File: config.mk
export PLATFORM = sky130hd
export DESIGN_NAME = multicycle_controller
export DESIGN_NICKNAME = d
export VERILOG_FILES = /design/src/rtl/multicycle_controller.sv
export SDC_FILE = /design/constraint.sdc
export NUM_CORES = 1
export LEC_CHECK = 0
export BUFFER_PORTS_ARGS = -buffer_cell sky130_fd_sc_hd__buf_4
export CAP_MARGIN = 20
export CORE_ASPECT_RATIO = 1.2
export CORE_MARGIN = 8
export CORE_UTILIZATION = 41
export CTS_CLUSTER_SIZE = 20
export DETAILED_ROUTE_END_ITERATION = 10
export PLACE_DENSITY_LB_ADDON = 0.15
export SYNTH_ARGS = -nofsm -noshare
export SYNTH_HDL_FRONTEND = slang
export SYNTH_SLANG_ARGS = --single-unit
File: constraint.sdc
create_clock -name clk -period 3.61 [get_ports clk]
set_clock_uncertainty 0.2 [all_clocks]
set_input_delay 0.1805 -clock clk [delete_from_list [all_inputs] [get_ports clk]]
set_output_delay 0.1805 -clock clk [all_outputs]
set_load 0.1 [all_outputs]
File: src/rtl/multicycle_controller.sv
// Control FSM for the multicycle RV32I core: sequences fetch, decode, execute, memory and
// writeback, drives datapath enables/selects, and keeps the retired-instruction count.
module multicycle_controller (
   input  logic        clk,
   input  logic        reset,
   input  logic [6:0]  opcode,
   input  logic        branch_taken,
   output logic        pc_write_en,
   output logic        pc_src_sel,
   output logic        oldpc_write_en,
   output logic        ir_write_en,
   output logic        mem_addr_sel,
   output logic        memory_write_en,
   output logic        register_write_en,
   output logic [1:0]  result_sel,
   output logic [1:0]  alu_a_sel,
   output logic [1:0]  alu_b_sel,
   output logic [1:0]  alu_op,
   output logic        retire,
   output logic [31:0] instret,
   output logic        halted
);

   typedef enum logic [3:0] {
      StFetch, StFetchWait, StDecode, StExecR, StExecI, StExecLui, StMemAddr, StMemRead,
      StMemWb, StMemWrite, StAluWb, StBranch, StJal, StJalr, StHalt
   } state_e;

   localparam logic [6:0] OpR      = 7'h33;
   localparam logic [6:0] OpI      = 7'h13;
   localparam logic [6:0] OpLui    = 7'h37;
   localparam logic [6:0] OpAuipc  = 7'h17;
   localparam logic [6:0] OpLoad   = 7'h03;
   localparam logic [6:0] OpStore  = 7'h23;
   localparam logic [6:0] OpBranch = 7'h63;
   localparam logic [6:0] OpJal    = 7'h6F;
   localparam logic [6:0] OpJalr   = 7'h67;

   state_e      state_q, state_d;
   logic [31:0] instret_q, instret_d;

   always_ff @(posedge clk) begin
      if (reset) begin
         state_q   <= StFetch;
         instret_q <= '0;
      end else begin
         state_q   <= state_d;
         instret_q <= instret_d;
      end
   end

   always_comb begin
      state_d = state_q;
      unique case (state_q)
         StFetch:     state_d = StFetchWait;
         StFetchWait: state_d = StDecode;
         StDecode: begin
            unique case (opcode)
               OpR:             state_d = StExecR;
               OpI:             state_d = StExecI;
               OpLui:           state_d = StExecLui;
               OpAuipc:         state_d = StAluWb;
               OpLoad, OpStore: state_d = StMemAddr;
               OpBranch:        state_d = StBranch;
               OpJal:           state_d = StJal;
               OpJalr:          state_d = StJalr;
               default:         state_d = StHalt;
            endcase
         end
         StExecR, StExecI, StExecLui: state_d = StAluWb;
         StMemAddr:   state_d = (opcode == OpLoad) ? StMemRead : StMemWrite;
         StMemRead:   state_d = StMemWb;
         StHalt:      state_d = StHalt;
         default:     state_d = StFetch;
      endcase
   end

   always_comb begin
      pc_write_en       = 1'b0;
      pc_src_sel        = 1'b0;
      oldpc_write_en    = 1'b0;
      ir_write_en       = 1'b0;
      mem_addr_sel      = 1'b0;
      memory_write_en   = 1'b0;
      register_write_en = 1'b0;
      result_sel        = 2'd0;
      alu_a_sel         = 2'd0;
      alu_b_sel         = 2'd0;
      alu_op            = 2'd0;
      retire            = 1'b0;
      halted            = 1'b0;
      unique case (state_q)
         StFetchWait: begin
            ir_write_en    = 1'b1;
            oldpc_write_en = 1'b1;
            pc_write_en    = 1'b1;
            alu_b_sel      = 2'd2;
         end
         StDecode: begin
            alu_a_sel = 2'd2;
            alu_b_sel = 2'd1;
         end
         StExecR: begin
            alu_a_sel = 2'd1;
            alu_op    = 2'd1;
         end
         StExecI: begin
            alu_a_sel = 2'd1;
            alu_b_sel = 2'd1;
            alu_op    = 2'd1;
         end
         StExecLui: begin
            alu_a_sel = 2'd3;
            alu_b_sel = 2'd1;
         end
         StAluWb: begin
            register_write_en = 1'b1;
            retire            = 1'b1;
         end
         StMemAddr: begin
            alu_a_sel = 2'd1;
            alu_b_sel = 2'd1;
         end
         StMemRead: mem_addr_sel = 1'b1;
         StMemWb: begin
            register_write_en = 1'b1;
            result_sel        = 2'd1;
            retire            = 1'b1;
         end
         StMemWrite: begin
            mem_addr_sel    = 1'b1;
            memory_write_en = 1'b1;
            retire          = 1'b1;
         end
         StBranch: begin
            alu_a_sel   = 2'd1;
            alu_op      = 2'd2;
            pc_write_en = branch_taken;
            pc_src_sel  = 1'b1;
            retire      = 1'b1;
         end
         StJal: begin
            pc_write_en       = 1'b1;
            pc_src_sel        = 1'b1;
            register_write_en = 1'b1;
            result_sel        = 2'd2;
            retire            = 1'b1;
         end
         StJalr: begin
            alu_a_sel         = 2'd1;
            alu_b_sel         = 2'd1;
            pc_write_en       = 1'b1;
            register_write_en = 1'b1;
            result_sel        = 2'd2;
            retire            = 1'b1;
         end
         StHalt:  halted = 1'b1;
         default: ;
      endcase
      // Reset masks everything so an interrupted store never writes or retires.
      if (reset) begin
         pc_write_en       = 1'b0;
         pc_src_sel        = 1'b0;
         oldpc_write_en    = 1'b0;
         ir_write_en       = 1'b0;
         mem_addr_sel      = 1'b0;
         memory_write_en   = 1'b0;
         register_write_en = 1'b0;
         result_sel        = 2'd0;
         alu_a_sel         = 2'd0;
         alu_b_sel         = 2'd0;
         alu_op            = 2'd0;
         retire            = 1'b0;
         halted            = 1'b0;
      end
   end

   always_comb begin
      instret_d = instret_q + {31'd0, retire};
   end

   assign instret = instret_q;

endmodule

==> Flow_metrics.wiki <==
{| class="wikitable"
! Metric !! Value
|-
| Synthesis-to-finish area growth || 29.7%
|-
| Worst slew pin tran || 0.591 ns
|-
| Outcome || complete, no violations
|-
| Hold-critical path endpoint || state_q[0]
|-
| Full die area || 0.00747 mm²
|-
| Initial DRC Count || 162
|-
| Post-synthesis instance area || 0.00203 mm²
|-
| Count of input and output buffers || 58
|-
| Primary flip-flop cell chosen by synthesis mapping || dfxtp_1
|-
| Slowest stage delay, CP || 0.62 ns
|-
| Required time at the worst-slack endpoint || 3.62 ns
|-
| Clock buffers created by TritonCTS || 5
|-
| CTS tree || built
|-
| Height of the die || 93.1 µm
|-
| Root buffer cell || clkbuf_8
|-
| Maximum number of pins on one net before global-route repair || 49
|-
| Yosys warns || 0
|-
| Post_cts resized || 0
|-
| Number of hold-slack violations in the final timing report || 0
|-
| Minimum clock period || 3.07 ns
|-
| Clock sink count || 36
|-
| Core area || 0.00487 mm²
|-
| GR Overflow Total || 0
|-
| Pwr dens || 526 mW/mm²
|-
| Number of antenna-violating nets in the routed design || 0
|-
| Top-area cell type share of the netlist area || 0.355
|-
| Cell-internal power || 795 µW
|-
| Synthesized instance count || 256
|-
| Static leakage || 0.000967 µW
|-
| Clock tree buffer depth || 2
|-
| Worst VDD drop || 0.000451 V
|-
| Via density per instance || 5.67
|-
| Post-synthesis cell type with the largest combined area || dfxtp_1
|-
| Crit Path Max Fanout || 15
|-
| CP delay by family, top || simple AND/OR/NAND/NOR gates
|-
| Worst-path cell chain || nand2b_1, a21oi_2, ha_1, ha_1, nand4_1, or3_1, or4_1, a21oi_1
|-
| Critical path buffers and inverters || 0
|-
| Number of flops mapped to enable cells by yosys || 0
|-
| Combinational group share of total power || 0.378
|-
| RSZ-0062 raised after global routing || false
|-
| GPL Wtd Cong || 0.811
|-
| Horizontal die dimension || 80.3 µm
|-
| Clock network power share || 0.283
|-
| Starting density of the core || 0.417
|-
| Hold Path Depth || 3
|-
| Average wire per cell in the routed design || 15.0 µm
|-
| Total via count in the routed design || 2,081
|-
| Post-Syn Nets || 268
|-
| Max transition margin || 0.603
|-
| Fraction of final layout cells with drive strength greater than 1 || 0.264
|-
| Average cell area after synthesis || 7.94 µm²
|-
| Switching power as a share of total power || 0.426
|-
| Hold Startpoint || opcode[5]
|-
| Number of H-tree branching levels || 2
|-
| Post-route clock period utilization || 0.850
|-
| Global-route wire length before repair || 9290 µm
|-
| Worst r2r src || state_q[3]
|-
| Startpoint-to-endpoint class of the critical path || flop to flop
|-
| Count of state elements after synthesis || 36
|-
| Worst Reg-to-Reg Cells || 8
|-
| Total setup violations reported at the end of the flow || 0
|-
| Via count of the first global-routing pass || 1,961
|-
| Data arrival, critical path || 3.08 ns
|-
| Highest clock rate || 326 MHz
|-
| Overall power consumption || 1390 µW
|-
| Count of filler cells inserted in the layout || 480
|-
| Worst reg-to-reg setup slack || 0.54 ns
|-
| Cell occurring most often along the worst timing path || ha_1
|-
| CP endpoint kind || flop
|-
| Boundary Pins || 59
|-
| Worst hold slack || 0.0770 ns
|-
| Maximum Capacitance Violations || 0
|-
| Async SR Flop Fraction || 0
|-
| 1st-pass router iterations || 5
|-
| Initial antenna violation count || 0
|-
| Diode insertion count for antenna repair || 0
|-
| Reg clk slew, reported paths || 0.08 ns
|-
| Classification of the worst-slack hold path || input port to flop
|-
| Number of design rule violations left after detail routing || 0
|-
| Final HPWL DP || 3950 µm
|-
| Capture point of the worst reg-to-reg path || instret[22]
|-
| Proportion of power drawn by flip-flops and latches || 0.338
|-
| Clock latency on the worst-skew pair || 0.28 ns
|-
| Overall Global Routing Usage || 0.148
|-
| Number of post-CTS setup repair buffers || 0
|-
| Type of element launching the critical path || flop
|-
| Final number of max-transition violations || 0
|-
| Cell types with the largest area share after synthesis || dfxtp_1 (35%), a21oi_1 (6.4%), or4_1 (5.2%), nor2_1 (4.8%), o31ai_1 (4.4%)
|-
| Cell with the largest stage delay on the worst path || dfxtp_1
|-
| Number of buffers inserted for hold repair after clock tree synthesis || 1
|-
| Count of unique library cells instantiated by Yosys || 45
|-
| Post-synthesis sequential area ratio || 0.355
|-
| Psw || 590 µW
|-
| Total number of placement rows || 28
|-
| Fin nets || 318
|-
| Wirelength, routed || 5500 µm
|}
cell usage in the layout (no fill, tap or decap), types with 4 or more instances in the layout:
cell	count
xnor2_1	7
nor4_1	4
o21ai_0	5
buf_4	60
o31ai_1	12
inv_1	9
nand4_1	7
xor2_1	7
nor2b_1	4
a21oi_1	25
nor2_1	26
nor3_1	12
or4_1	14
dfxtp_1	36
nand3_1	12
clkbuf_8	7
nand2_1	13
nand2b_1	5
power by group through the flow:
stage | sequential, µW | clock (µW) | combinational (µW)
floorplan | 455 | 0 | 445
global placement | 477 | 0 | 523
detailed placement | 477 | 0 | 523
CTS | 468 | 396 | 525
global route | 474 | 416 | 558
finish | 469 | 392 | 524
tightest hold or removal path, stage by stage:
cell	delay [ns]
buf_4	0.14
a31oi_1	0.14
nor3_1	0.06
worst max path at each step:
stage / startpoint / end / slack, ns / depth (start not counted)
floorplan: state_q[1] / instret[31] / -0.25 / 9
global placement: state_q[3] / instret[31] / 0.68 / 7
detailed placement: state_q[3] / instret[22] / 0.59 / 8
CTS: state_q[3] / instret[22] / 0.55 / 8
global route: state_q[3] / instret[26] / 0.31 / 8
finish: state_q[3] / instret[22] / 0.54 / 8
per-stage QoR:
stage	area [µm²]	TNS, ns	setup WS, ns	utilization	instances
after floorplan	2060	-0.944	-0.251	-	256
after global placement	2500	0	0.684	0.513	358
after detailed placement	2500	0	0.591	0.513	358
after CTS	2640	0	0.549	0.541	367
after global routing	2640	0	0.314	0.541	367
final	2640	0	0.541	0.541	367
cell usage after synthesis (all sizes together), types with 2 or more instances:
cell	n
clkbuf	11
buf	7
nor3b	2
o21ai	5
o31ai	12
nor4bb	2
and4	4
inv	9
or2	2
xor2	7
nand4b	2
nand3	12
nor2	26
a31oi	2
a2bb2oi	2
dfxtp	36
a21o	2
nor2b	4
xnor2	7
or4	14
ha	2
nor3	13
nand4	8
o211ai	2
nand2	13
nor4	6
a21oi	26
nand2b	5
or3	3
flip-flops by register name, indices dropped and copies added, names as in the netlist:
signal	cells
instret	32
state_q	4
layer usage:
metal | track usage | vias up | wire, µm
li1 | - | 1048 | -
met5 | 0 | - | 0
met4 | 0.0426 | 0 | 54
met1 | 0.179 | 972 | 2480
met3 | 0.0509 | 7 | 355
met2 | 0.240 | 54 | 2610
kinds of logic after synthesis:
family / after synthesis / share of synthesized area
AO/OA/AOI/OAI: 57 / 0.176
XOR/XNOR: 14 / 0.0603
adder cells (fa/ha/maj): 2 / 0.0123
buffers and inverters: 27 / 0.0585
flip-flops: 36 / 0.355
multiplexers: 1 / 0.00554
AND/OR/NAND/NOR: 119 / 0.333
cell type report:
| class | instances | area, µm² | area share |
|---|---|---|---|
| Multi-Input combinational cell | 193 | 1220 | 0.463 |
| Clock inverter | 1 | 30.0 | 0.0114 |
| Timing Repair Buffer | 61 | 460 | 0.175 |
| Clock buffer | 7 | 96.3 | 0.0365 |
| Sequential cell | 36 | 721 | 0.273 |
| Tap cell | 60 | 75.1 | 0.0285 |
| Inverter | 9 | 33.8 | 0.0128 |
No activity file was read; power rests on OpenSTA's default activity.
